--- src/rtl/fma_tv_pkg.sv ---
// Shared types and vector layout helpers for the FMA test-vector runner.
package fma_tv_pkg;

    typedef enum logic [2:0] {
        ST_IDLE  = 3'd0,
        ST_FETCH = 3'd1,
        ST_LOAD  = 3'd2,
        ST_ISSUE = 3'd3,
        ST_DRAIN = 3'd4,
        ST_DONE  = 3'd5
    } tv_state_t;

    // Bit positions inside the 8-bit ctrl field of a vector word
    localparam int unsigned CTRL_TERM  = 7;
    localparam int unsigned CTRL_RM_HI = 5;
    localparam int unsigned CTRL_RM_LO = 4;
    localparam int unsigned CTRL_MUL   = 3;
    localparam int unsigned CTRL_ADD   = 2;
    localparam int unsigned CTRL_NEGP  = 1;
    localparam int unsigned CTRL_NEGZ  = 0;

    localparam int unsigned FLAGS_W    = 4;
    localparam int unsigned DUT_CTRL_W = 6;

    // Vector word layout, LSB first: flagsexp, rexp, ctrl, z, y, x
    localparam int unsigned OFF_FLAGS = 0;
    localparam int unsigned OFF_REXP  = 4;

    function automatic int unsigned vec_width(input int unsigned flen);
        return 4 * flen + 12;
    endfunction

    function automatic int unsigned off_ctrl(input int unsigned flen);
        return flen + 4;
    endfunction

    function automatic int unsigned off_z(input int unsigned flen);
        return flen + 12;
    endfunction

    function automatic int unsigned off_y(input int unsigned flen);
        return 2 * flen + 12;
    endfunction

    function automatic int unsigned off_x(input int unsigned flen);
        return 3 * flen + 12;
    endfunction

endpackage

--- src/rtl/fma_tv_fifo.sv ---
// Expected-result queue: count-based full/empty, synchronous push/pop.
module fma_tv_fifo #(
    parameter int unsigned W     = 8,
    parameter int unsigned DEPTH = 4
) (
    input  logic                       clk,
    input  logic                       reset_n,
    input  logic                       push,
    input  logic [W-1:0]               din,
    input  logic                       pop,
    output logic [W-1:0]               dout,
    output logic                       full,
    output logic                       empty,
    output logic [$clog2(DEPTH):0]     count
);
    localparam int unsigned PW = $clog2(DEPTH);

    logic [W-1:0]  mem [DEPTH];
    logic [PW-1:0] wp;
    logic [PW-1:0] rp;
    logic [PW:0]   cnt;
    logic          do_push;
    logic          do_pop;

    // Qualify requests against the current occupancy
    always_comb begin
        full    = (cnt == (PW+1)'(DEPTH));
        empty   = (cnt == '0);
        do_push = push && !full;
        do_pop  = pop && !empty;
        dout    = mem[rp];
        count   = cnt;
    end

    // Pointer and occupancy bookkeeping
    always_ff @(posedge clk or negedge reset_n) begin
        if (!reset_n) begin
            wp  <= '0;
            rp  <= '0;
            cnt <= '0;
        end else begin
            if (do_push) wp <= wp + PW'(1);
            if (do_pop)  rp <= rp + PW'(1);
            cnt <= cnt + {{PW{1'b0}}, do_push} - {{PW{1'b0}}, do_pop};
        end
    end

    // Entry storage; contents need no reset since empty gates every read
    always_ff @(posedge clk) begin
        if (do_push) mem[wp] <= din;
    end

endmodule

--- src/rtl/fma_vector_runner.sv ---
// Test-vector sequencer and in-order response checker for the FMA datapath.
module fma_vector_runner
    import fma_tv_pkg::*;
#(
    parameter int unsigned FLEN   = 16,
    parameter int unsigned AW     = 10,
    parameter int unsigned QDEPTH = 4
) (
    input  logic                  clk,
    input  logic                  reset_n,
    input  logic                  start,
    input  logic                  check_flags,
    input  logic                  stop_on_err,
    output logic                  vec_rd,
    output logic [AW-1:0]         vec_addr,
    input  logic [4*FLEN+11:0]    vec_data,
    output logic                  dut_valid,
    input  logic                  dut_ready,
    output logic [FLEN-1:0]       dut_x,
    output logic [FLEN-1:0]       dut_y,
    output logic [FLEN-1:0]       dut_z,
    output logic [5:0]            dut_ctrl,
    input  logic                  res_valid,
    input  logic [FLEN-1:0]       res,
    input  logic [3:0]            res_flags,
    output logic                  busy,
    output logic                  done,
    output logic                  pass,
    output logic [31:0]           vec_count,
    output logic [31:0]           err_count,
    output logic [AW-1:0]         first_err_idx,
    output logic                  first_err_valid,
    output logic                  proto_err
);
    localparam int unsigned VW = vec_width(FLEN);
    localparam int unsigned OC = off_ctrl(FLEN);
    localparam int unsigned OZ = off_z(FLEN);
    localparam int unsigned OY = off_y(FLEN);
    localparam int unsigned OX = off_x(FLEN);
    localparam int unsigned QW = FLEN + FLAGS_W + AW;
    localparam int unsigned CW = $clog2(QDEPTH) + 1;

    tv_state_t         state;
    logic [AW-1:0]     addr;
    logic [VW-1:0]     vec_q;
    logic              chk_q;
    logic              stop_en_q;
    logic              stop_pend;

    logic              q_push;
    logic              q_pop;
    logic [QW-1:0]     q_din;
    logic [QW-1:0]     q_dout;
    logic              q_full;
    logic              q_empty;
    logic [CW-1:0]     q_count;

    logic              issue_ok;
    logic              accept;
    logic              mismatch;
    logic              proto_hit;
    logic              start_ok;
    logic              drain_fin;
    logic [FLEN-1:0]   exp_res;
    logic [3:0]        exp_flags;
    logic [AW-1:0]     exp_idx;
    logic              ctrl_unused;

    fma_tv_fifo #(
        .W     (QW),
        .DEPTH (QDEPTH)
    ) u_expq (
        .clk     (clk),
        .reset_n (reset_n),
        .push    (q_push),
        .din     (q_din),
        .pop     (q_pop),
        .dout    (q_dout),
        .full    (q_full),
        .empty   (q_empty),
        .count   (q_count)
    );

    // Handshake, queue control and response comparison
    always_comb begin
        issue_ok  = (state == ST_ISSUE) && !q_full && !stop_pend;
        accept    = issue_ok && dut_ready;
        q_push    = accept;
        q_din     = {vec_q[OFF_REXP +: FLEN], vec_q[OFF_FLAGS +: FLAGS_W], addr};
        q_pop     = res_valid && !q_empty;
        exp_res   = q_dout[AW + FLAGS_W +: FLEN];
        exp_flags = q_dout[AW +: FLAGS_W];
        exp_idx   = q_dout[AW-1:0];
        mismatch  = q_pop && ((res != exp_res) || (chk_q && (res_flags != exp_flags)));
        proto_hit = res_valid && q_empty;
        start_ok  = start && ((state == ST_IDLE) || (state == ST_DONE));
        // Finishing on the cycle of the final pop makes DONE visible right after it
        drain_fin = res_valid ? (q_count == CW'(1)) : q_empty;
        // ctrl[6] is reserved and the terminator is consumed in LOAD
        ctrl_unused = ^vec_q[OC + 6 +: 2];
    end

    // Sequencer: fetch, load, issue until terminator, address wrap or stop
    always_ff @(posedge clk or negedge reset_n) begin
        if (!reset_n) begin
            state     <= ST_IDLE;
            addr      <= '0;
            vec_q     <= '0;
            chk_q     <= 1'b0;
            stop_en_q <= 1'b0;
        end else begin
            case (state)
                ST_IDLE, ST_DONE: begin
                    if (start) begin
                        addr      <= '0;
                        chk_q     <= check_flags;
                        stop_en_q <= stop_on_err;
                        state     <= ST_FETCH;
                    end
                end
                ST_FETCH: state <= ST_LOAD;
                ST_LOAD: begin
                    vec_q <= vec_data;
                    state <= vec_data[OC + CTRL_TERM] ? ST_DRAIN : ST_ISSUE;
                end
                ST_ISSUE: begin
                    // A stop raised after this vector was fetched abandons it unissued
                    if (stop_pend) begin
                        state <= ST_DRAIN;
                    end else if (accept) begin
                        if ((addr == '1) || (mismatch && stop_en_q)) begin
                            state <= ST_DRAIN;
                        end else begin
                            addr  <= addr + AW'(1);
                            state <= ST_FETCH;
                        end
                    end
                end
                ST_DRAIN: if (drain_fin) state <= ST_DONE;
                default:  state <= ST_IDLE;
            endcase
        end
    end

    // Counters, first-error capture and sticky error flags
    always_ff @(posedge clk or negedge reset_n) begin
        if (!reset_n) begin
            vec_count       <= '0;
            err_count       <= '0;
            first_err_idx   <= '0;
            first_err_valid <= 1'b0;
            proto_err       <= 1'b0;
            stop_pend       <= 1'b0;
        end else if (start_ok) begin
            vec_count       <= '0;
            err_count       <= '0;
            first_err_idx   <= '0;
            first_err_valid <= 1'b0;
            proto_err       <= 1'b0;
            stop_pend       <= 1'b0;
        end else begin
            if (q_pop) vec_count <= vec_count + 32'd1;
            if ((mismatch || proto_hit) && (err_count != '1)) err_count <= err_count + 32'd1;
            if (mismatch && !first_err_valid) begin
                first_err_idx   <= exp_idx;
                first_err_valid <= 1'b1;
            end
            if (mismatch && stop_en_q) stop_pend <= 1'b1;
            if (proto_hit) proto_err <= 1'b1;
        end
    end

    // Output decode from registered state
    always_comb begin
        vec_rd    = (state == ST_FETCH);
        vec_addr  = addr;
        dut_valid = issue_ok;
        dut_x     = vec_q[OX +: FLEN];
        dut_y     = vec_q[OY +: FLEN];
        dut_z     = vec_q[OZ +: FLEN];
        dut_ctrl  = vec_q[OC +: DUT_CTRL_W];
        busy      = (state != ST_IDLE) && (state != ST_DONE);
        done      = (state == ST_DONE);
        pass      = done && (err_count == '0) && !proto_err;
    end

endmodule

--- config.mk ---
export PLATFORM = sky130hd
export DESIGN_NAME = fma_vector_runner
export DESIGN_NICKNAME = d
export VERILOG_FILES = /design/src/rtl/fma_tv_pkg.sv /design/src/rtl/fma_tv_fifo.sv /design/src/rtl/fma_vector_runner.sv
export SDC_FILE = /design/constraint.sdc
export NUM_CORES = 1
export LEC_CHECK = 0
export BUFFER_PORTS_ARGS = -buffer_cell sky130_fd_sc_hd__buf_2
export CAP_MARGIN = 20
export CORE_ASPECT_RATIO = 1.75
export CORE_UTILIZATION = 50
export DETAILED_ROUTE_END_ITERATION = 16
export PLACE_DENSITY = 0.82
export SYNTH_ARGS = -nofsm -noshare
export SYNTH_HDL_FRONTEND = slang
export SYNTH_SLANG_ARGS = --single-unit
--- constraint.sdc ---
create_clock -name clk -period 3.25 [get_ports clk]
set_input_delay 0.1625 -clock clk [delete_from_list [all_inputs] [get_ports clk]]
set_output_delay 0.1625 -clock clk [all_outputs]
set_load 0.01 [all_outputs]
-- Word-level counts from Yosys, hierarchy flattened
Memory sizes are Yosys's and may differ from the RTL's.
Index checks and enable logic that the tools add are counted.
- word-level logic and storage cells: 106
- flip-flop bits (word level): 175
- memory bits (writable): 120
- memories kept: 1
- input bits: 103
- output and inout port bits: 145
- add/sub/neg operators: 7
- reductions and logical operators: 39
- muxes and demuxes: 27
- eq/ne operators: 18
- memories (memory ; words ; width ; read ports ; clocked after memory_dff ; wr ports ; RTL line ; source):
    u_expq.mem ; 4 ; 30 ; 1 ; 0 ; 1 ; fma_tv_fifo.sv:18 ; logic [W-1:0] mem [DEPTH];
- operator list (kind ; number):
    $mux W32 ; 4
    $add A32 B1 Y32 const B ; 2
    $mux W10 ; 6
    $logic_not A32 Y1 ; 1
    $ne A32 B32 Y1 const B ; 1
    $pmux W10 S2 ; 1
    $mux W3 ; 6
    $logic_and A1 B1 Y1 ; 16
    $ne A16 B16 Y1 ; 1
    $pmux W3 S5 ; 1
    $reduce_bool A2 Y1 ; 6
    $add A10 B1 Y10 const B ; 1
    $eq A10 B10 Y1 const B ; 1
    $eq A3 B3 Y1 const B ; 3
    $mux W1 ; 9
    $ne A2 B2 Y1 const B ; 4
    $eq A3 B1 Y1 const B ; 2
    $eq A3 B2 Y1 const B ; 2
    $logic_not A3 Y1 ; 2
    $logic_not A1 Y1 ; 5
    $reduce_and A5 Y1 ; 1
    $add A2 B1 Y2 const B ; 2
    $logic_or A1 B1 Y1 ; 4
    $ne A4 B4 Y1 ; 1
    9 further kinds ; 9

-- Logic depth before layout (Yosys ltp)
An unclocked memory read counts as a cell.
- depth in word-level cells: 11
- depth in mapped cells: 11

-- Modules after synthesis
Synthesis repeated with hierarchy kept, for this count alone.
- cells, all modules: 962
- area total of the unflattened synthesis: 13053.8 um^2
- modules (own cells, without submodules) (module ; cells an instance ; instances ; area each (um^2)):
    fma_vector_runner ; 764 ; 1 ; 8211.6
    fma_tv_fifo ; 198 ; 1 ; 4842.1

-- Worst setup path after synthesis
OpenSTA, ideal clock, no wires.
- kind: register to register
- start: register u_expq.rp[0]
- end: register addr[9], in the netlist vec_addr[9]
- setup time: 0.078 ns
- path slack: 0.597 ns
- buffers on the path: 3
- stages on the path, launching flop included: 11
- data arrival time: 2.575 ns
- path through: dfrtp_1 -> buf_6 -> buf_8 -> buf_6 -> mux4_2 -> xnor2_1 -> nand4_1 -> nor3_2 -> a21oi_2 -> or4_1 -> a21oi_1
- longest elaborated chain between the ends: 9
- ends and longest elaborated chain (item ; RTL line ; source):
    start, declared ; fma_tv_fifo.sv:20 ; logic [PW-1:0] rp;
    start signal, assigned ; fma_tv_fifo.sv:43 ; if (do_pop) rp <= rp + PW'(1);
    $mem_v2 Z4 W30 (*) ; - ;
    $ne A4 B4 Y1 ; fma_vector_runner.sv:94 ; mismatch = q_pop && ((res != exp_res) || (chk_q && (res_flags != exp_flags)));
    $logic_and A1 B1 Y1 ; fma_vector_runner.sv:94 ;
    $logic_or A1 B1 Y1 (*) ; fma_vector_runner.sv:94 ;
    $logic_and A1 B1 Y1 (*) ; fma_vector_runner.sv:94 ;
    $logic_and A1 B1 Y1 (*) ; fma_vector_runner.sv:131 ; if ((addr == '1) || (mismatch && stop_en_q)) begin
    $logic_or A1 B1 Y1 (*) ; fma_vector_runner.sv:131 ;
    $ne A2 B2 Y1 (no source line) (*) ; - ;
    $reduce_and A5 Y1 (no source line) (*) ; - ;
    end signal, assigned ; fma_vector_runner.sv:134 ; addr <= addr + AW'(1);
    end, declared ; fma_vector_runner.sv:44 ; logic [AW-1:0] addr;
Mark *: on every way between the ends. The rest lies on a longest branch, timed or not.
A chain may end at the register's enable or synchronous reset.

-- Final worst setup path
- start: register u_expq.rp[0]
- end: register addr[1], in the netlist vec_addr[1]
The elaborated chain is that of the path after synthesis.

==> summary.md <==
| Metric | Value |
|---|---|
| Fin nets | `1,370` |
| Final Util | `64.8%` |
| Chip width | `122 um` |
| Async set-reset flop share out of synthesis | `59.0%` |
| Final wirelength | `29.8 mm` |
| Core Region | `24,700 um2` |
| Pwr Total | `12.3 mW` |
| Max cap viols | `0` |
| CP Max Fanout | `22` |
| Post-Syn Instances | `933` |
| Initial Util | `51.3%` |
| TritonCTS clock tree | `done` |
| Clock skew | `0.0127 ns` |
| WL/cell | `18.8 um` |
| Slew Limit Headroom | `36.7%` |
| Final Worst Setup Slack | `0.159 ns` |
| Worst Tran Pin Value | `0.945 ns` |
| Setup TNS | `0 ns` |
| First-pass GRT wire length | `46.8 mm` |
| Count of input and output buffers | `246` |
| Worst setup path startpoint | `u_expq.rp[0]` |
| Crit path DAT | `3.50 ns` |
| Vias | `8,877` |
| Largest cells by area after synthesis | `dfrtp_1 34%, edfxtp_1 28%, mux2_2 6.7%, mux4_2 5.3%, xor2_1 2.2%` |
| Reg2reg end | `vec_addr[1]` |
| Worst Setup End Kind | `flip-flop` |
| Syn nets | `1,047` |
| Endpoints failing setup | `0` |
| Largest net degree at the start of global routing | `77` |
| Final Cycle Share | `95.1%` |
| Area growth syn-to-layout | `26.4%` |
| Total gr overflow | `0` |
| H-tree levels | `1` |
| Avg Inst Size Synth | `13.6 um2` |
| Clock transition at path regs | `0.07 ns` |
| PD cells | `767 nW/um2` |
| Placer Congestion | `0.809` |
| Hold Vio Cnt, Final | `0` |
| Sequential area share after synthesis | `62.6%` |
| Leak pwr | `6.98 nW` |
| Top Ports | `248` |
| Final worst path period need | `3.09 ns` |
| Initial antenna violation count | `2` |
| DRT Pass-1 Iters | `5` |
| Status | `finished, final reports clean` |
| Critical setup path kind | `reg2reg` |
| Register bit total from synthesis | `293` |
| Reg-to-Reg Start | `u_expq.rp[0]` |
| Area after DPL | `14,300 um2` |
| Setup slack, reg-to-reg | `0.16 ns` |
| Share of the synthesized area in the top cell type | `34.2%` |
| Maximum VDD drop | `0.513 mV` |
| Netlist cell types | `56` |
| HPWL Detailed | `19.1 mm` |
| Yosys warnings | `0` |
| Clock tree buffer depth | `3` |
| Ys flop type | `dfrtp_1` |
| Design Area, Final | `16,000 um2` |
| Vias in the first global route | `9,284` |
| Layout cell share with drive strength beyond 1 | `34.3%` |
| Die Span Y | `213 um` |
| Setup crit start kind | `flip-flop` |
| Std-Cell Rows | `76` |
| Tot GR Track Use | `23.3%` |
| Clock sinks | `293` |
| Cell type with the largest total area after synthesis | `dfrtp_1` |
| Worst-skew pair later-pin latency | `0.54 ns` |
| RSZ-0062 raised after global routing | `no` |
| Iteration-0 DRC Markers | `482` |
| Num CTS Buffers | `26` |
| Cell area after synthesis | `12,700 um2` |
| R2R depth | `8` |
| ANT nets after route | `0` |
| WP data required | `3.66 ns` |
| Max Clk Rate | `324 MHz` |
| Slew Limit Fails | `0` |
| Die area | `26,000 um2` |
| Post-route DRC | `0` |
| Setup crit end | `vec_addr[1]` |
| Post-Place Worst Slack | `0.117 ns` |
| Hold WC Path Type | `in2async` |
| EDFF count, synth | `120` |
| Clk Tree Root Cell | `clkbuf_16` |
| DR vias/cell | `5.58` |
power breakdown:
part	switching, mW	total, mW	internal [mW]
clock network	1.32	3.24	1.92
registers	0.592	5.36	4.77
logic	1.86	3.69	1.83
logic make-up after synthesis:
family / after synthesis / share of synthesized area [%]
xor gates and xnor gates: 58 / 4.01
DFF: 293 / 62.6
and+or+nand+nor: 275 / 11.0
adders and majority gates: 11 / 1.15
muxes: 116 / 12.9
buffers and inverters: 78 / 2.99
AOI/OAI and AO/OA: 102 / 5.38
worst max-delay path: stages, from the launching register on:
cell and delay [ns]:
dfrtp_2 0.39, buf_12 0.21, mux4_2 0.55, xor2_1 0.17, o41ai_2 0.47, and3_1 0.32, a21oi_2 0.19, o21ai_0 0.29
mux2_2 0.37
repair_timing:
item,4_1_cts,5_1_grt
buffers inserted,0,0
hold buffers,80,0
resized for setup,0,1
endpoints found under the hold margin,145,0
endpoints found under the setup margin,0,6
through the flow:
step / std cells / hold WS, ns
after floorplan: 933 / -0.133
after global placement: 1460 / 0.222
after detailed placement: 1460 / 0.222
after CTS: 1588 / 0.228
after global routing: 1590 / 0.251
final: 1590 / 0.199
Yosys cell counts, drive strengths merged, types with 11 or more instances:
cell type	number
a21oi	29
a31oi	12
and3	18
buf	25
clkbuf	32
dfrtp	173
edfxtp	120
inv	21
mux2	75
mux2i	11
mux4	30
nand2	68
nand3	36
nand4	18
nor2	63
nor4	14
o21ai	21
xnor2	26
xor2	32
metal layers:
layer,vias to the layer above,track usage [%],wire length [um]
li1,4078,-,-
met1,4397,25.6,10600
met2,318,42.3,16300
met3,84,4.08,1620
met4,0,12.0,1310
met5,-,0,0
flip-flops by register name (all words and copies together), names as in the netlist, 2 cells and up:
register	count
u_expq.mem	120
vec_q	74
err_count	32
vec_count	32
first_err_idx	10
vec_addr	10
state	3
u_expq.count	3
u_expq.rp	2
u_expq.wp	2
layout make-up:
cell class,instances,area (um2)
fillers,1776,8700
flip-flops and latches,293,7930
multi-input cells,562,4390
repair buffers,352,2320
clock buffers,35,746
well taps,312,390
clock inverters,13,163
inverters,21,78.8
diodes,2,5.00
how the worst min path moves through the flow:
stage / endpoint / slack [ns] / cells past startpoint
floorplan: chk_q / -0.13 / 0
detailed placement: err_count[5] / 0.22 / 1
global placement: err_count[1] / 0.22 / 1
global route: u_expq.mem[2][26] / 0.25 / 2
CTS: u_expq.mem[2][25] / 0.23 / 2
finish: err_count[5] / 0.20 / 2
placed cells by master, fill, tap and decap left out, types with 5 or more instances in the layout:
master	count
ha_1	10
a211oi_1	5
and4_1	8
o21ai_0	21
mux2_2	75
buf_2	245
xor2_1	32
a31oi_1	12
nand3_1	36
nor2_1	63
and2_1	5
a21oi_1	27
nand4_1	18
buf_4	19
nand2b_1	8
a41o_1	10
or3_1	10
a31o_2	7
buf_12	7
and3_1	18
o31ai_1	5
mux2i_1	11
mux4_2	30
dfrtp_1	172
inv_1	21
edfxtp_1	120
nand2_1	67
nor4_1	12
nor3_1	8
dlygate4sd3_1	80
xnor2_1	26
clkbuf_16	27
No activity file was read; power rests on OpenSTA's default activity.
